**config.mk**
```make
export PLATFORM = sky130hd
export DESIGN_NAME = mem_port_arbiter
export DESIGN_NICKNAME = d
export VERILOG_FILES = /design/src/rtl/mips_mem_pkg.sv /design/src/rtl/mem_port_arbiter.sv
export SDC_FILE = /design/constraint.sdc
export NUM_CORES = 1
export LEC_CHECK = 0
export ABC_AREA = 1
export BUFFER_PORTS_ARGS = -buffer_cell sky130_fd_sc_hd__clkbuf_2
export CAP_MARGIN = 40
export CORE_ASPECT_RATIO = 1.2
export CORE_MARGIN = 4
export CORE_UTILIZATION = 48
export CTS_BUF_LIST = sky130_fd_sc_hd__clkbuf_2 sky130_fd_sc_hd__clkbuf_4 sky130_fd_sc_hd__clkbuf_8
export CTS_CLUSTER_DIAMETER = 100
export CTS_CLUSTER_SIZE = 28
export DETAILED_ROUTE_END_ITERATION = 8
export HOLD_SLACK_MARGIN = 0.12
export PLACE_DENSITY_LB_ADDON = 0.08
export SLEW_MARGIN = 20
export SYNTH_ARGS = -nofsm -noshare
export SYNTH_HDL_FRONTEND = slang
export SYNTH_SLANG_ARGS = --single-unit
```
**constraint.sdc**
```tcl
create_clock -name clk -period 2.1 [get_ports clk]
set_input_delay 0.42 -clock clk [delete_from_list [all_inputs] [get_ports clk]]
set_output_delay 0.42 -clock clk [all_outputs]
set_load 0.02 [all_outputs]
```
**src/rtl/mips_mem_pkg.sv**
```systemverilog
// Shared definitions for the unified I/D memory port arbiter.
//   arb_state_e   : arbiter FSM states (idle, fetch in flight, data access in flight)
//   IF_FETCH_BE   : byte enables driven for every instruction fetch
//   TIMEOUT_RDATA : read data returned to a requester whose access timed out
package mips_mem_pkg;

    typedef enum logic [1:0] {
        ST_IDLE  = 2'd0,
        ST_IBUSY = 2'd1,
        ST_DBUSY = 2'd2
    } arb_state_e;

    localparam logic [3:0]  IF_FETCH_BE   = 4'hF;
    localparam logic [31:0] TIMEOUT_RDATA = 32'h0;

endpackage

```
**src/rtl/mem_port_arbiter.sv**
```systemverilog
// Arbitrates one single-ported unified memory between instruction fetch (IF)
// and load/store (MEM). A granted access is held on the registered memory
// port until i_mem_ready, or until MAX_WAIT cycles pass (then it is aborted
// and the sticky o_err is raised).
//
// Ports:
//   clk, rst                 clock, synchronous active-high reset
//   i_IF_req/addr/flush      fetch request, PC, branch redirect
//   o_IF_rdata/valid/stall   fetched instruction, completion pulse, stall
//   i_MEM_req/we/addr/wdata/be  load/store request
//   o_MEM_rdata/valid/stall  load data, completion pulse, stall
//   o_mem_req/we/addr/wdata/be  registered memory port
//   i_mem_ready, i_mem_rdata memory completion and read data
//   o_err                    sticky timeout flag
module mem_port_arbiter
    import mips_mem_pkg::*;
#(
    parameter bit          DATA_PRIORITY = 1'b1,
    parameter int unsigned MAX_WAIT      = 15
) (
    input  logic        clk,
    input  logic        rst,
    input  logic        i_IF_req,
    input  logic [31:0] i_IF_addr,
    input  logic        i_IF_flush,
    output logic [31:0] o_IF_rdata,
    output logic        o_IF_valid,
    output logic        o_IF_stall,
    input  logic        i_MEM_req,
    input  logic        i_MEM_we,
    input  logic [31:0] i_MEM_addr,
    input  logic [31:0] i_MEM_wdata,
    input  logic [3:0]  i_MEM_be,
    output logic [31:0] o_MEM_rdata,
    output logic        o_MEM_valid,
    output logic        o_MEM_stall,
    output logic        o_mem_req,
    output logic        o_mem_we,
    output logic [31:0] o_mem_addr,
    output logic [31:0] o_mem_wdata,
    output logic [3:0]  o_mem_be,
    input  logic        i_mem_ready,
    input  logic [31:0] i_mem_rdata,
    output logic        o_err
);

    // Counter value seen in the last busy cycle before an abort; the port is
    // therefore held for exactly MAX_WAIT cycles when ready never arrives.
    localparam logic [3:0] LAST_WAIT = 4'(MAX_WAIT - 1);

    arb_state_e  state_q, state_d;
    logic [3:0]  wait_cnt_q, wait_cnt_d;
    logic        favour_mem_q, favour_mem_d;
    logic        squash_q, squash_d;
    logic        mem_req_q, mem_req_d;
    logic        mem_we_q, mem_we_d;
    logic [31:0] mem_addr_q, mem_addr_d;
    logic [31:0] mem_wdata_q, mem_wdata_d;
    logic [3:0]  mem_be_q, mem_be_d;
    logic [31:0] if_rdata_q, if_rdata_d;
    logic        if_valid_q, if_valid_d;
    logic [31:0] mem_rdata_q, mem_rdata_d;
    logic        mem_valid_q, mem_valid_d;
    logic        err_q, err_d;

    logic        if_eligible;
    logic        grant_mem;
    logic        grant_if;
    logic        timeout;
    logic        squash_now;

    // A fetch presented together with a redirect is stale and never granted.
    assign if_eligible = i_IF_req & ~i_IF_flush;
    // MEM wins if IF is absent, under fixed data priority, or when it is MEM's
    // turn in round-robin.
    assign grant_mem   = i_MEM_req & (~if_eligible | DATA_PRIORITY | favour_mem_q);
    assign grant_if    = if_eligible & ~grant_mem;
    assign timeout     = ~i_mem_ready & (wait_cnt_q == LAST_WAIT);
    // A redirect in the completion cycle still squashes the fetch.
    assign squash_now  = squash_q | i_IF_flush;

    always_comb begin
        state_d      = state_q;
        wait_cnt_d   = wait_cnt_q;
        favour_mem_d = favour_mem_q;
        squash_d     = squash_q;
        mem_req_d    = mem_req_q;
        mem_we_d     = mem_we_q;
        mem_addr_d   = mem_addr_q;
        mem_wdata_d  = mem_wdata_q;
        mem_be_d     = mem_be_q;
        if_rdata_d   = if_rdata_q;
        if_valid_d   = 1'b0;
        mem_rdata_d  = mem_rdata_q;
        mem_valid_d  = 1'b0;
        err_d        = err_q;

        case (state_q)
            ST_IDLE: begin
                if (grant_mem) begin
                    state_d      = ST_DBUSY;
                    wait_cnt_d   = '0;
                    favour_mem_d = 1'b0;
                    mem_req_d    = 1'b1;
                    mem_we_d     = i_MEM_we;
                    mem_addr_d   = i_MEM_addr;
                    mem_wdata_d  = i_MEM_wdata;
                    mem_be_d     = i_MEM_be;
                end else if (grant_if) begin
                    state_d      = ST_IBUSY;
                    wait_cnt_d   = '0;
                    favour_mem_d = 1'b1;
                    squash_d     = 1'b0;
                    mem_req_d    = 1'b1;
                    mem_we_d     = 1'b0;
                    mem_addr_d   = i_IF_addr;
                    mem_wdata_d  = '0;
                    mem_be_d     = IF_FETCH_BE;
                end
            end

            ST_IBUSY, ST_DBUSY: begin
                wait_cnt_d = wait_cnt_q + 4'd1;
                if (state_q == ST_IBUSY) begin
                    squash_d = squash_now;
                end
                if (i_mem_ready || timeout) begin
                    state_d    = ST_IDLE;
                    wait_cnt_d = '0;
                    mem_req_d  = 1'b0;
                    if (timeout) begin
                        err_d = 1'b1;
                    end
                    if (state_q == ST_IBUSY) begin
                        // A squashed fetch still finishes on the port but is
                        // invisible to the pipeline.
                        if (!squash_now) begin
                            if_valid_d = 1'b1;
                            if_rdata_d = timeout ? TIMEOUT_RDATA : i_mem_rdata;
                        end
                    end else begin
                        mem_valid_d = 1'b1;
                        if (timeout) begin
                            mem_rdata_d = TIMEOUT_RDATA;
                        end else if (!mem_we_q) begin
                            mem_rdata_d = i_mem_rdata;
                        end
                    end
                end
            end

            default: begin
                state_d = ST_IDLE;
            end
        endcase
    end

    always_ff @(posedge clk) begin
        if (rst) begin
            state_q      <= ST_IDLE;
            wait_cnt_q   <= '0;
            favour_mem_q <= 1'b0;
            squash_q     <= 1'b0;
            mem_req_q    <= 1'b0;
            mem_we_q     <= 1'b0;
            mem_addr_q   <= '0;
            mem_wdata_q  <= '0;
            mem_be_q     <= '0;
            if_rdata_q   <= '0;
            if_valid_q   <= 1'b0;
            mem_rdata_q  <= '0;
            mem_valid_q  <= 1'b0;
            err_q        <= 1'b0;
        end else begin
            state_q      <= state_d;
            wait_cnt_q   <= wait_cnt_d;
            favour_mem_q <= favour_mem_d;
            squash_q     <= squash_d;
            mem_req_q    <= mem_req_d;
            mem_we_q     <= mem_we_d;
            mem_addr_q   <= mem_addr_d;
            mem_wdata_q  <= mem_wdata_d;
            mem_be_q     <= mem_be_d;
            if_rdata_q   <= if_rdata_d;
            if_valid_q   <= if_valid_d;
            mem_rdata_q  <= mem_rdata_d;
            mem_valid_q  <= mem_valid_d;
            err_q        <= err_d;
        end
    end

    assign o_IF_rdata  = if_rdata_q;
    assign o_IF_valid  = if_valid_q;
    assign o_IF_stall  = i_IF_req & ~if_valid_q;
    assign o_MEM_rdata = mem_rdata_q;
    assign o_MEM_valid = mem_valid_q;
    assign o_MEM_stall = i_MEM_req & ~mem_valid_q;
    assign o_mem_req   = mem_req_q;
    assign o_mem_we    = mem_we_q;
    assign o_mem_addr  = mem_addr_q;
    assign o_mem_wdata = mem_wdata_q;
    assign o_mem_be    = mem_be_q;
    assign o_err       = err_q;

endmodule
```
== Word-level counts from Yosys, hierarchy flattened ==
Index checks and enable logic that the tools add are counted.
Word-level totals
  flip-flop bits (word level): 144
  bits in latches: 0
  memory bits (writable): 0
  memory bits (read-only): 0
  output and inout bits: 139
  memories kept: 0
Operators by class
  $add $sub $neg: 1
  multipliers: 0
  div/mod/pow operators: 0
  order comparisons: 0
  equality and inequality tests: 9
  shift-type cells: 0
  muxes and demuxes: 28
  bitwise logic cells: 15
  reductions and logical operators: 15
Operator list (number)
  32-bit 2-to-1 mux: 7
  4-bit 2-to-1 mux: 5
  4-bit AND reduction: 3
  1-bit 2-to-1 mux: 9
  1-bit NOT: 9
  2-bit != test (second input constant): 4
  4-bit one-hot mux with 2 select lines: 1
  2-bit 2-to-1 mux: 3
  2-bit AND reduction: 3
  3-bit AND reduction: 2
  1-bit AND: 5
  4-bit by 1-bit adder with 4-bit output (second input constant): 1
  4-bit == test (second input constant): 1
  1-bit one-hot mux with 2 select lines: 2
  2-bit one-hot mux with 2 select lines: 1
  2-bit nonzero test: 2
  4-bit OR reduction: 1
  3-bit != test (second input constant): 1
  3-bit OR reduction: 1
  2-bit by 1-bit == test with 1-bit output (second input constant): 1
  2-bit == test (second input constant): 1
  2-bit logical NOT: 1
  2-bit by 1-bit != test with 1-bit output (second input constant): 1
  2-bit OR reduction: 1
  2 further kinds: 2

== Depth between registers and ports, before layout ==
  word-level depth: 6
  mapped depth: 10
  mapped depth without buffers: 10

== Worst setup path after synthesis ==
OpenSTA, ideal clock, no wires.
  path type: register to register
  start point: register state_q[1]
  end point: register if_rdata_q[24] (netlist: o_IF_rdata[24])
  library setup time: 0.132 ns
  data arrival time: 1.451 ns
  required time: 1.968 ns
  slack: 0.516 ns
  stages on the path, launching flop included: 9
  path buffers: 1
  period minus slack after synthesis: 1.584 ns
  path through: dfxtp_1 > inv_1 > ha_1 > inv_1 > a21oi_4 > nand2_1 > clkbuf_1 > nand2_1 > a21oi_1
Between the ends
  cells in the longest elaborated chain, start to end: 3
  elaborated cells between the ends (all ways): 4
  classes of those cells: eq/ne: 2; reduce/logical: 2
Ends and longest elaborated chain
  start: declaration: RTL line mem_port_arbiter.sv:51  | arb_state_e state_q, state_d;
  start signal: assignment: RTL line mem_port_arbiter.sv:175  | state_q <= state_d;
  2-bit by 1-bit == test with 1-bit output or 2-bit == test (tied branches): RTL line mem_port_arbiter.sv:98, mem_port_arbiter.sv:134
  2-bit OR reduction: RTL line mem_port_arbiter.sv:98  | case (state_q)
  4-bit AND reduction (no line) *
  end signal: assignment: RTL line mem_port_arbiter.sv:184  | if_rdata_q <= if_rdata_d;
  end: declaration: RTL line mem_port_arbiter.sv:60  | logic [31:0] if_rdata_q, if_rdata_d;
Every way passes the cells marked *; elsewhere a longest branch is shown, timed or not.
A chain may end at the register's enable or synchronous reset.

== Worst setup path in the final report ==
  start point: register state_q[0]
  end point: register if_rdata_q[1] (netlist: o_IF_rdata[1])
Same word-level chain as after synthesis.

==> qor.yml <==
status: "completed"
cp-start-kind: "register"
synth.top_cell.area_share_pct: 48.7
cp_top_family: "buffers and inverters"
cts_num_sinks: 144
areaGrowthSynthToFinish_pct: 33.1
grt.met3_usage_pct: 6.73
post_cts_buffers: 0
yosys_most_used_dff: "dfxtp_1"
synthesis.nets: 956
initial_core_util_pct: 48.9
hold_buffers: 0
async_flop_share_pct: 0
clk_latency_ps: 430
fin_crit_ps: 1700
rsz0062_at_grt: "no"
firstDrtPassIters: 4
rows: 44
via_per_inst: 4.78
cts_root_buffer: "clkbuf_8"
core_area_um2: 12100
die_h_um: 130
fin_area_um2: 7880
finalSetupTns_ps: 0
finalWirelength_um: 16700
min_period_over_period_pct: 80.8
met2_usage_pct: 38.4
nNetsFinal: 1215
clock_skew_ps: 15.9
crit_fanout: 33
num_vias: 5957
num_io_pins: 278
end_kind: "register"
hold_start: "i_MEM_wdata[8]"
cts_resized: 0
seq_area_frac_synth_pct: 48.7
overflow: 0
r2r-start: "state_q[0]$_SDFFE_PP0P_"
synth_common_cells: "262 x nand2_1, 144 x dfxtp_1, 107 x nor2_1"
gp_congestion: 0.801
grt_pass1_wl_um: 26500
path_class: "reg2reg"
crit_arrival_ps: 2060
crit_slowest_cell: "ha_1"
clk_pin_slew_ps: 80
grt_pass1_vias: 5475
busiest_layer: "met2"
max_slew_margin_pct: 76.7
routedWlPerCell_um: 13.4
post-route-util_pct: 65.0
yosysMostFrequentCell: "nand2_1"
antenna_cells: 0
yosysWarnings: 0
gr-usage-met1_pct: 28.9
synth_area_leaders: "dfxtp_1 49%, nand2_1 17%, nor2_1 6.8%, a21oi_1 6.1%, o211a_1 5.4%"
finalSetupViolCount: 0
die_area_um2: 14200
io_buffers: 277
grt_max_degree: 73
ir_worst_vdd_v: 0.000477
syn_inst: 812
postRouteAntennaNets: 0
clockBufferDepth: 2
drt_iter0_drc: 340
ys_types: 23
ys_ff_latch: 144
fmax_mhz: 589
cts_buffers: 17
worstPathRequired_ps: 2460
p_per_area_nw_per_um2: 902
timing.critical_path.from: "state_q[0]$_SDFFE_PP0P_"
path_cells: "inv_1 > ha_1 > inv_1 > a21oi_4 > nand2_1 > buf_4 > nand2_1 > a21oi_1"
synth-edff-count: 0
p_leak_nw: 4.16
hpwl_um: 11900
hold_class: "in2reg"
syn_avg_cell_area_um2: 7.29
h-tree-depth: 4
cts_tree: "yes"
hold_viol: 0
slowest_delay_ps: 360
die_w_um: 109
antenna_found_initial: 0
cap_viol_max_count: 0
track_usage_pct: 23.5
tightest_slew_ps: 349
drive_gt1_share_pct: 31.0
yosys.area.top_type: "dfxtp_1"
setup_slack_ps: 402
cp_num_buf_inv: 3
slew_viol_final: 0
pre_cts_ws_ps: 431
drc: 0
placed_area_um2: 7470
syn_area_um2: 5920
p_total_mw: 7.11
## power breakdown
| group | internal, mW | switching [mW] | leakage (nW) | total (mW) |
|---|---|---|---|---|
| Clock | 1.15 | 1.04 | 0.192 | 2.20 |
| Sequential | 3.01 | 0.149 | 1.18 | 3.16 |
| Combinational | 0.617 | 1.13 | 2.79 | 1.75 |
## cells in the final DEF, fill, tap and decap left out, drive strengths merged
cell and instances:
a21oi 74, buf 17, bufinv 2, clkbuf 298, clkinv 2, clkinvlp 5
dfxtp 144, ha 5, inv 54, nand2 262, nand3 54, nand3b 1
nand4 17, nor2 108, nor3 1, o211a 32, o21ai 7, xnor2 1
## tightest hold or removal path, stage by stage
cell	delay (ps)
clkbuf_2	80
nand2_1	50
a21oi_1	50
## flip-flops by register name, indices dropped and copies added (netlist names), 2 cells and up
| register | flops |
|---|---|
| o_IF_rdata | 32 |
| o_MEM_rdata | 32 |
| o_mem_addr | 32 |
| o_mem_wdata | 32 |
| o_mem_be | 4 |
| wait_cnt_q | 4 |
| state_q | 2 |
## worst paths after layout
| path | slack [ps] | cells after the start | endpoint |
|---|---|---|---|
| hold / removal | 210 | 3 | o_mem_wdata[8]$_SDFFE_PP0P_ |
| hold reg to reg | 450 | 2 | o_mem_req$_SDFFE_PP0P_ |
| setup / recovery | 400 | 8 | o_IF_rdata[1]$_SDFFE_PP0P_ |
| setup reg to reg | 400 | 8 | o_IF_rdata[1]$_SDFFE_PP0P_ |
## layout make-up
cell class | count | area [µm²]
fill | 1222 | 4230
sequential | 144 | 2880
multi-input combinational | 562 | 2630
timing repair buffer | 294 | 1560
clock buffer | 21 | 277
tap | 161 | 201
inverter | 52 | 195
clock inverter | 11 | 129
## cell families (layout without fill, tap and decap cells)
| family | count (synthesis) | count (layout) | share of synthesized area [%] |
|---|---|---|---|
| compound gates | 113 | 113 | 12.5 |
| xor+xnor | 1 | 1 | 0.148 |
| fa+ha+maj | 5 | 5 | 1.06 |
| buf+inv | 106 | 378 | 7.15 |
| flops | 144 | 144 | 48.7 |
| simple gates | 443 | 443 | 30.4 |
## stage by stage
step / cells / hold slack [ps]
final: 1245 / 210
after global routing: 1245 / 176
after CTS: 1245 / 182
after detailed placement: 1213 / 444
after global placement: 1213 / 439
after floorplan: 812 / 456
## metal layers
layer	wire [µm]	part of all wire [%]
met1	6650	40
met2	8290	50
met3	1330	8.0
met4	401	2.4
met5	0	0
Note: power is estimated with default switching activity, not from simulation.
